--- src/rtl/tx_dec_formatter_if.sv ---
// Bus between a result source / UART transmitter pair and the decimal formatter.
// valid/ready: req is a request pulse taken only while busy=0; tx_start is a one-cycle strobe answered later by tx_done_tick.
interface tx_dec_formatter_if #(
    parameter int W = 8
);
    logic [W-1:0] value;
    logic         req;
    logic         tx_done_tick;
    logic [7:0]   d_in;
    logic         tx_start;
    logic         busy;
    logic         done;

    modport master (
        output value, req, tx_done_tick,
        input  d_in, tx_start, busy, done
    );

    modport slave (
        input  value, req, tx_done_tick,
        output d_in, tx_start, busy, done
    );
endinterface

--- src/rtl/tx_dec_formatter.sv ---
// Decimal-ASCII transmit formatter: double-dabble binary-to-BCD conversion, then
// '-', digits (leading zeros suppressed) and an optional line ending to a UART.
module tx_dec_formatter #(
    parameter int W      = 8,
    parameter int NDIG   = 3,
    parameter int SIGNED = 1,
    parameter int EOL    = 2
) (
    input  logic                  clk,
    input  logic                  reset,
    tx_dec_formatter_if.slave     bus,
    output logic [2:0]            dbg_state_o
);

    localparam int CW = $clog2(W) + 1;
    localparam int IW = (NDIG > 1) ? $clog2(NDIG) : 1;
    localparam int BW = 4 * NDIG;

    typedef enum logic [2:0] {
        S_IDLE, S_CONV, S_SIGN, S_DIGIT, S_EOL1, S_EOL2, S_DONE
    } state_t;

    state_t          state_q, state_d;
    logic            neg_q, neg_d;
    logic [W-1:0]    mag_q, mag_d;
    logic [BW-1:0]   bcd_q, bcd_d;
    logic [CW-1:0]   cnt_q, cnt_d;
    logic [IW-1:0]   idx_q, idx_d;
    logic [7:0]      d_in_q, d_in_d;
    logic            tx_start_q, tx_start_d;
    logic            busy_q, busy_d;
    logic            done_q, done_d;

    logic [BW-1:0]   bcd_adj;
    logic [BW-1:0]   bcd_shift;
    logic [IW-1:0]   hi_idx;
    logic            neg_in;
    logic [W-1:0]    mag_in;
    logic            tick_ok;

    function automatic logic [7:0] digit_char(input logic [BW-1:0] b, input logic [IW-1:0] i);
        logic [BW-1:0] s;
        s = b >> (4 * i);
        return {4'h3, s[3:0]};
    endfunction

    // One double-dabble step: add 3 to every nibble >= 5, then shift in the next magnitude bit.
    always_comb begin
        bcd_adj = bcd_q;
        for (int i = 0; i < NDIG; i++) begin
            if (bcd_q[4*i +: 4] >= 4'd5) bcd_adj[4*i +: 4] = bcd_q[4*i +: 4] + 4'd3;
        end
        bcd_shift = {bcd_adj[BW-2:0], mag_q[W-1]};
        hi_idx = '0;
        for (int i = 0; i < NDIG; i++) begin
            if (bcd_shift[4*i +: 4] != 4'd0) hi_idx = IW'(i);
        end
    end

    // W-bit modular negate yields 2^(W-1) for the most negative input, i.e. the
    // W+1-bit magnitude with its always-zero top bit dropped.
    assign neg_in  = (SIGNED != 0) ? bus.value[W-1] : 1'b0;
    assign mag_in  = neg_in ? (~bus.value + 1'b1) : bus.value;
    assign tick_ok = bus.tx_done_tick & ~tx_start_q;

    always_comb begin
        state_d    = state_q;
        neg_d      = neg_q;
        mag_d      = mag_q;
        bcd_d      = bcd_q;
        cnt_d      = cnt_q;
        idx_d      = idx_q;
        d_in_d     = d_in_q;
        tx_start_d = 1'b0;
        busy_d     = busy_q;
        done_d     = 1'b0;
        unique case (state_q)
            S_IDLE: begin
                if (bus.req) begin
                    neg_d   = neg_in;
                    mag_d   = mag_in;
                    bcd_d   = '0;
                    cnt_d   = '0;
                    busy_d  = 1'b1;
                    state_d = S_CONV;
                end
            end
            S_CONV: begin
                bcd_d = bcd_shift;
                mag_d = {mag_q[W-2:0], 1'b0};
                cnt_d = cnt_q + CW'(1);
                if (cnt_q == CW'(W - 1)) begin
                    idx_d      = hi_idx;
                    tx_start_d = 1'b1;
                    if (neg_q) begin
                        d_in_d  = 8'h2D;
                        state_d = S_SIGN;
                    end else begin
                        d_in_d  = digit_char(bcd_shift, hi_idx);
                        state_d = S_DIGIT;
                    end
                end
            end
            S_SIGN: begin
                if (tick_ok) begin
                    d_in_d     = digit_char(bcd_q, idx_q);
                    tx_start_d = 1'b1;
                    state_d    = S_DIGIT;
                end
            end
            S_DIGIT: begin
                if (tick_ok) begin
                    if (idx_q != '0) begin
                        idx_d      = idx_q - IW'(1);
                        d_in_d     = digit_char(bcd_q, idx_q - IW'(1));
                        tx_start_d = 1'b1;
                    end else if (EOL == 2) begin
                        d_in_d     = 8'h0D;
                        tx_start_d = 1'b1;
                        state_d    = S_EOL1;
                    end else if (EOL == 1) begin
                        d_in_d     = 8'h0A;
                        tx_start_d = 1'b1;
                        state_d    = S_EOL1;
                    end else begin
                        done_d  = 1'b1;
                        busy_d  = 1'b0;
                        state_d = S_DONE;
                    end
                end
            end
            S_EOL1: begin
                if (tick_ok) begin
                    if (EOL == 2) begin
                        d_in_d     = 8'h0A;
                        tx_start_d = 1'b1;
                        state_d    = S_EOL2;
                    end else begin
                        done_d  = 1'b1;
                        busy_d  = 1'b0;
                        state_d = S_DONE;
                    end
                end
            end
            S_EOL2: begin
                if (tick_ok) begin
                    done_d  = 1'b1;
                    busy_d  = 1'b0;
                    state_d = S_DONE;
                end
            end
            S_DONE: state_d = S_IDLE;
            default: state_d = S_IDLE;
        endcase
    end

    always_ff @(posedge clk) begin
        if (reset) begin
            state_q    <= S_IDLE;
            neg_q      <= 1'b0;
            mag_q      <= '0;
            bcd_q      <= '0;
            cnt_q      <= '0;
            idx_q      <= '0;
            d_in_q     <= '0;
            tx_start_q <= 1'b0;
            busy_q     <= 1'b0;
            done_q     <= 1'b0;
        end else begin
            state_q    <= state_d;
            neg_q      <= neg_d;
            mag_q      <= mag_d;
            bcd_q      <= bcd_d;
            cnt_q      <= cnt_d;
            idx_q      <= idx_d;
            d_in_q     <= d_in_d;
            tx_start_q <= tx_start_d;
            busy_q     <= busy_d;
            done_q     <= done_d;
        end
    end

    assign bus.d_in     = d_in_q;
    assign bus.tx_start = tx_start_q;
    assign bus.busy     = busy_q;
    assign bus.done     = done_q;
    assign dbg_state_o  = state_q;

endmodule

--- src/flat_wrapper.sv ---
// flat-port wrapper written by rule: the top's interface ports become plain ports
module tx_dec_formatter_flat 
#(
    parameter int W      = 8,
    parameter int NDIG   = 3,
    parameter int SIGNED = 1,
    parameter int EOL    = 2
)
  (clk, reset, dbg_state_o, bus_value, bus_req, bus_tx_done_tick, bus_d_in, bus_tx_start, bus_busy, bus_done);
  tx_dec_formatter_if #(.W(W)) bus_i ();
  input  logic clk;
  input  logic reset;
  output logic [2:0] dbg_state_o;
  input wire logic [$bits(bus_i.value)-1:0] bus_value;
  input wire logic [$bits(bus_i.req)-1:0] bus_req;
  input wire logic [$bits(bus_i.tx_done_tick)-1:0] bus_tx_done_tick;
  output wire logic [$bits(bus_i.d_in)-1:0] bus_d_in;
  output wire logic [$bits(bus_i.tx_start)-1:0] bus_tx_start;
  output wire logic [$bits(bus_i.busy)-1:0] bus_busy;
  output wire logic [$bits(bus_i.done)-1:0] bus_done;
  assign bus_i.value = bus_value;
  assign bus_i.req = bus_req;
  assign bus_i.tx_done_tick = bus_tx_done_tick;
  assign bus_d_in = bus_i.d_in;
  assign bus_tx_start = bus_i.tx_start;
  assign bus_busy = bus_i.busy;
  assign bus_done = bus_i.done;
  tx_dec_formatter #(.W(W), .NDIG(NDIG), .SIGNED(SIGNED), .EOL(EOL)) u_core (.clk(clk), .reset(reset), .bus(bus_i), .dbg_state_o(dbg_state_o));
endmodule
--- config.mk ---
export PLATFORM = sky130hd
export DESIGN_NAME = tx_dec_formatter_flat
export DESIGN_NICKNAME = d
export VERILOG_FILES = /design/src/rtl/tx_dec_formatter_if.sv /design/src/rtl/tx_dec_formatter.sv /design/src/flat_wrapper.sv
export SDC_FILE = /design/constraint.sdc
export NUM_CORES = 1
export LEC_CHECK = 0
export ABC_AREA = 0
export CORE_MARGIN = 2
export CORE_UTILIZATION = 45
export CTS_BUF_LIST = sky130_fd_sc_hd__clkbuf_4 sky130_fd_sc_hd__clkbuf_8 sky130_fd_sc_hd__clkbuf_16
export DETAILED_ROUTE_END_ITERATION = 10
export HOLD_SLACK_MARGIN = 0.05
export PLACE_DENSITY = 0.65
export REMOVE_ABC_BUFFERS = 1
export SETUP_SLACK_MARGIN = 0.3
export SYNTH_ARGS = -nofsm -noshare
export SYNTH_HDL_FRONTEND = slang
export SYNTH_SLANG_ARGS = --single-unit
export TNS_END_PERCENT = 50
--- constraint.sdc ---
create_clock -name clk -period 2.4 [get_ports clk]
set_input_delay 0.48 -clock clk [delete_from_list [all_inputs] [get_ports clk]]
set_output_delay 0.48 -clock clk [all_outputs]
set_load 0.05 [all_outputs]
# Word level (Yosys, flattened, before mapping)
# Index checks and enable logic that the tools add are counted.
# totals
elab_cells	94
reg_bits	41
# op_classes
mux	38
addsub	6
bitwise	4
reduce_logical	16
n_eq_ne	14
shifts	3
magnitude_cmp	3
# op_table
operator	count
$mux W8	6
$shr A12 B4 Y4	3
$pmux W8 S4	1
$mux W3	8
$pmux W12 S2	1
$pmux W3 S6	1
$pmux W8 S2	1
$ge A4 B3 Y1 const B	3
$mux W12	1
$mux W4	3
$ne A2 B1 Y1 const B	6
$reduce_bool A4 Y1	3
$add A4 B2 Y4 const B	2
$add A8 B1 Y8 const B	1
$mux W2	4
$not A8 Y8	1
$pmux W4 S2	1
$reduce_bool A2 Y1	4
$reduce_and A7 Y1	1
$eq A3 B2 Y1 const B	2
$eq A3 B3 Y1 const B	2
$mux W1	6
$mux W6	1
$mux W5	1
17 further kinds	21

# Longest topological paths before layout
# depth
depth_word	9
mapped_depth	10

# Least setup slack after synthesis
# No wires, ideal clock.
# synth_path
path_kind	register to register
startpoint	reg u_core.idx_q[1]
endpoint	reg u_core.d_in_q[2] (netlist: u_core.bus.d_in[2])
path_stages_with_launch	11
setup_slack_ps	210
arrival_time_ps	2070
synth_period_minus_slack_ps	2190
setup_time_ps	120
path_cell_list	dfxtp_1 clkbuf_1 inv_1 ha_1 clkbuf_1 mux2_2 a221o_1 o21ai_0 nand2_1 o211ai_1 o2bb2ai_1
# synth_via
elab_chain_len	5
# synth_rtl
element	line	source
start, declared	tx_dec_formatter.sv:28	logic [IW-1:0] idx_q, idx_d;
start signal, assigned	tx_dec_formatter.sv:175	idx_q <= idx_d;
$sub A2 B1 Y2	tx_dec_formatter.sv:115	d_in_d = digit_char(bcd_q, idx_q - IW'(1));
$shr A12 B4 Y4	tx_dec_formatter.sv:43	s = b >> (4 * i);
$mux W6	tx_dec_formatter.sv:113	if (idx_q != '0) begin
$mux W8	tx_dec_formatter.sv:112	if (tick_ok) begin
$pmux W8 S4 (*)	tx_dec_formatter.sv:77	unique case (state_q)
end signal, assigned	tx_dec_formatter.sv:176	d_in_q <= d_in_d;
end, declared	tx_dec_formatter.sv:29	logic [7:0] d_in_q, d_in_d;
# Mark *: on every way between the ends. The rest lies on a longest branch, timed or not. The select of a mux whose other input is x is not followed.
# A chain may end at the register's enable or synchronous reset.

# Final worst setup path
# layout_path
startpoint	reg u_core.bcd_q[1]
endpoint	reg u_core.d_in_q[1] (netlist: u_core.bus.d_in[1])
# layout_via
elab_chain_len	9
# layout_rtl
element	line	source
start, declared	tx_dec_formatter.sv:26	logic [BW-1:0] bcd_q, bcd_d;
start signal, assigned	tx_dec_formatter.sv:162	bcd_q <= '0;
start signal, assigned	tx_dec_formatter.sv:173	bcd_q <= bcd_d;
$add A4 B2 Y4 / $ge A4 B3 Y1 (equally long branches)	tx_dec_formatter.sv:51	if (bcd_q[4*i +: 4] >= 4'd5) bcd_adj[4*i +: 4] = bcd_q[4*i +: 4] + 4'd3;
$mux W4	tx_dec_formatter.sv:51	
$reduce_bool A4 Y1	tx_dec_formatter.sv:56	if (bcd_shift[4*i +: 4] != 4'd0) hi_idx = IW'(i);
$mux W1	tx_dec_formatter.sv:56	
$mux W2	tx_dec_formatter.sv:56	
$shr A12 B4 Y4	tx_dec_formatter.sv:43	
$mux W5	tx_dec_formatter.sv:95	if (neg_q) begin
$mux W8	tx_dec_formatter.sv:92	if (cnt_q == CW'(W - 1)) begin
$pmux W8 S4 (*)	tx_dec_formatter.sv:77	
# Marked as above.

==> reports/metrics.csv <==
stage,metric,value,unit
grt,grt_pass1_wl,10700,um
critical_path,crit_arrival,2280,ps
critical_path,worstSetupEndpointType,flop,
cts,htreeDepth,2,
pwr,fin_total_pwr,2450,uW
grt,gr-total-overflow,0,
place,place_congestion,0.872,
floorplan,pin_count,26,
place,io_buffers,23,
grt,antenna_found_initial,0,
pwr,peakVddDrop,0.434,mV
sta,rsz0062_at_grt,true,
cts,cts_buffer_depth,2,
yosys,syn_area,2510,um^2
yosys,netlist_instances,321,
cts,postCtsSetupBuffers,0,
pwr,p_int,1430,uW
sta,setup_tns,0,ps
sta,maxSlewViolCount,0,
route,postRouteWirelength,6410,um
route,viasPerCell,5.66,
pwr,clkPwrFrac,0.226,
critical_path,crit_family,compound AO/OA/AOI/OAI gates,
hold_path,hold_depth,1,
yosys,synth.most_common_cell,nor2_1,
floorplan,die_h,78.8,um
yosys,synth_area_per_cell,7.83,um^2
sta,relSlewSlack,0.664,
yosys,synth.largest_area_cell,dfxtp_1,
route,num_vias,2412,
layout,nets,374,
layout,finalInstanceArea,3000,um^2
cts,cts.sink_count,39,
pwr,power_frac_comb,0.445,
layout,layout.cells.non_filler,426,
critical_path,r2r_end,u_core.bus.d_in[1],
floorplan,rows,27,
critical_path,crit_required,2610,ps
cts,ctsHoldBuffers,0,
status,status,"complete, no violations",
pwr,p_leak,0.00115,uW
critical_path,crit_chain,"inv_1, ha_1, nand2b_1, a21oi_2, xnor2_1, nor3b_1, o311ai_1, a211oi_1",
sta,worst_pin_slew,503,ps
cts,cts_tree,yes,
critical_path,r2r_slack,330,ps
grt,grt_pass1_vias,2212,
route,ant_nets,0,
critical_path,reg2reg_from,u_core.bcd_q[1],
critical_path,cp-startpoint,u_core.bcd_q[1],
pwr,swShare,0.416,
job,drv_cap,0,
yosys,yosysSeqAreaShare,0.310,
yosys,yosysWarnings,0,
grt,grtUsageTotal,0.216,
sta,max_clock_freq,0.484,GHz
route,first_pass_iters,4,
place,place_area,2870,um^2
hold_path,holdCritStartpoint,u_core.bus.d_in[2],
layout,drive_gt1_frac,0.116,
yosys,synth_cell_types,62,
place,post-place-ws,79.6,ps
critical_path,crit_slowest_cell,dfxtp_1,
floorplan,start_util,0.462,
grt,grt_max_degree,22,
yosys,synth_ff_type,dfxtp_1,
yosys,ys_ff_latch,39,
sta,finalHoldViolations,0,
route,drcViolationCount,0,
critical_path,crit_path_start_kind,flop,
route,routedWlPerCell,15.0,um
place,placed_cells,418,
yosys,postSynth.asyncResetShare,0,
cts,cts_buffers,5,
floorplan,die-area,6200,um^2
pwr,p_seq_frac,0.329,
yosys,netlist_top_cells_count,"48 x nor2_1, 39 x dfxtp_1, 28 x a21oi_1",
floorplan,die-width,78.8,um
critical_path,max_stage_delay,450,ps
yosys,yosysTopAreaCellShare,0.310,
sta,timing.final.ws_setup,334,ps
layout,num_antenna_cells,0,
hold_path,hold_path_end,u_core.bus.d_in[2],
yosys,synthTopCellsByArea,"dfxtp_1 31%, nor2_1 7.2%, mux2i_1 6.0%, a21oi_1 5.6%, ha_1 4.5%",
pwr,powerDensity,816,nW/um^2
route,drtIter0Drc,204,
critical_path,path_class,flop to flop,
pwr,p_switching,1020,uW
sta,skew,13.5,ps
hold_path,hold_class,flop to flop,
layout,synthToLayoutAreaGrowth,19.5,%
cts,clk_root_buffer_cell,clkbuf_8,
critical_path,crit_path_max_fanout,5,
critical_path,crit_buf_inv,1,
yosys,synth_enable_flop_cells,0,
floorplan,core,5440,um^2
sta,setup_viol,0,
sta,period_share,0.861,
critical_path,worst-r2r-cell-count,8,
sta,period_needed,2070,ps
cts,clkSlewWorstSetupHoldPaths,80,ps
cts,clock_latency,290,ps
place,hpwl,4770,um
## registers in the layout, indices dropped and copies added (netlist names)
name,flops
u_core.mag_q,8
u_core.bus.busy,1
u_core.idx_q,2
u_core.neg_q,1
u_core.dbg_state_o,3
u_core.bus.tx_start,1
u_core.cnt_q,4
u_core.bus.d_in,6
u_core.bcd_q,12
u_core.bus.done,1
## stage by stage
step,utilization,hold slack [ps]
floorplan,-,460
finish,0.552,496
global route,0.552,507
CTS,0.550,498
detailed placement,0.528,474
global placement,0.528,470
## what timing repair did
item | in CTS | in global routing
pin swaps | 1 | 0
setup endpoints to repair | 6 | 18
gates cloned | 0 | 0
resized for setup | 4 | 5
## placed cells by master (no fill, tap or decap), types with 8 or more instances in the layout
cell             synthesis  routed
a21oi_1                 28      26
o21ai_0                 15      15
buf_4                    4      19
nand2_1                 23      23
mux2i_1                 15      15
dfxtp_1                 39      37
a22oi_1                 13      13
ha_1                     9       9
inv_1                   15      15
clkdlybuf4s50_1          0      21
nand3_1                  8       8
nor2_1                  48      47
## metal layers
| metal | vias to the layer above | share of wire | wire (um) | global-route usage |
|---|---|---|---|---|
| li1 | 1219 | - | - | - |
| met1 | 1133 | 0.49 | 3110 | 0.302 |
| met2 | 53 | 0.46 | 2970 | 0.343 |
| met3 | 7 | 0.041 | 261 | 0.0386 |
| met4 | 0 | 0.010 | 65 | 0.0561 |
| met5 | - | 0 | 0 | 0 |
## cell type report
type                       instances  area (um^2)
tap                               72         90.1
clock buffer                       5         68.8
clock inverter                     3         43.8
inverter                          16         60.1
timing repair buffer              42          370
fill                             532         2430
sequential                        39          783
multi-input combinational        249         1590
## cell families (layout without fill, tap and decap cells)
group | after synthesis | after routing | share of synthesized area
simple gates | 122 | 122 | 0.238
compound gates | 94 | 94 | 0.253
flops | 39 | 39 | 0.310
buf+inv | 34 | 66 | 0.0667
mux | 16 | 16 | 0.0642
fa+ha+maj | 9 | 9 | 0.0448
xor+xnor | 6 | 6 | 0.0209
other cells | 1 | 2 | 0.00149
## power groups by stage
| stage | Sequential [uW] | Combinational (uW) | Clock [uW] |
|---|---|---|---|
| 6_report | 805 | 1090 | 554 |
| 5_1_grt | 819 | 1210 | 586 |
| 4_1_cts | 806 | 1080 | 566 |
| 3_5_place_dp | 819 | 1090 | 0 |
| 3_3_place_gp | 822 | 1080 | 0 |
| 2_1_floorplan | 949 | 563 | 0 |
## how the worst max path moves through the flow
stage	end	slack, ps	depth (start not counted)
3_5_place_dp	u_core.dbg_state_o[1]	80	6
5_1_grt	u_core.bus.d_in[1]	170	8
3_3_place_gp	u_core.dbg_state_o[1]	160	6
6_report	u_core.bus.d_in[1]	330	8
2_1_floorplan	u_core.mag_q[1]	-290	5
4_1_cts	u_core.bus.d_in[1]	280	8
Note: power is estimated with default switching activity, not from simulation.
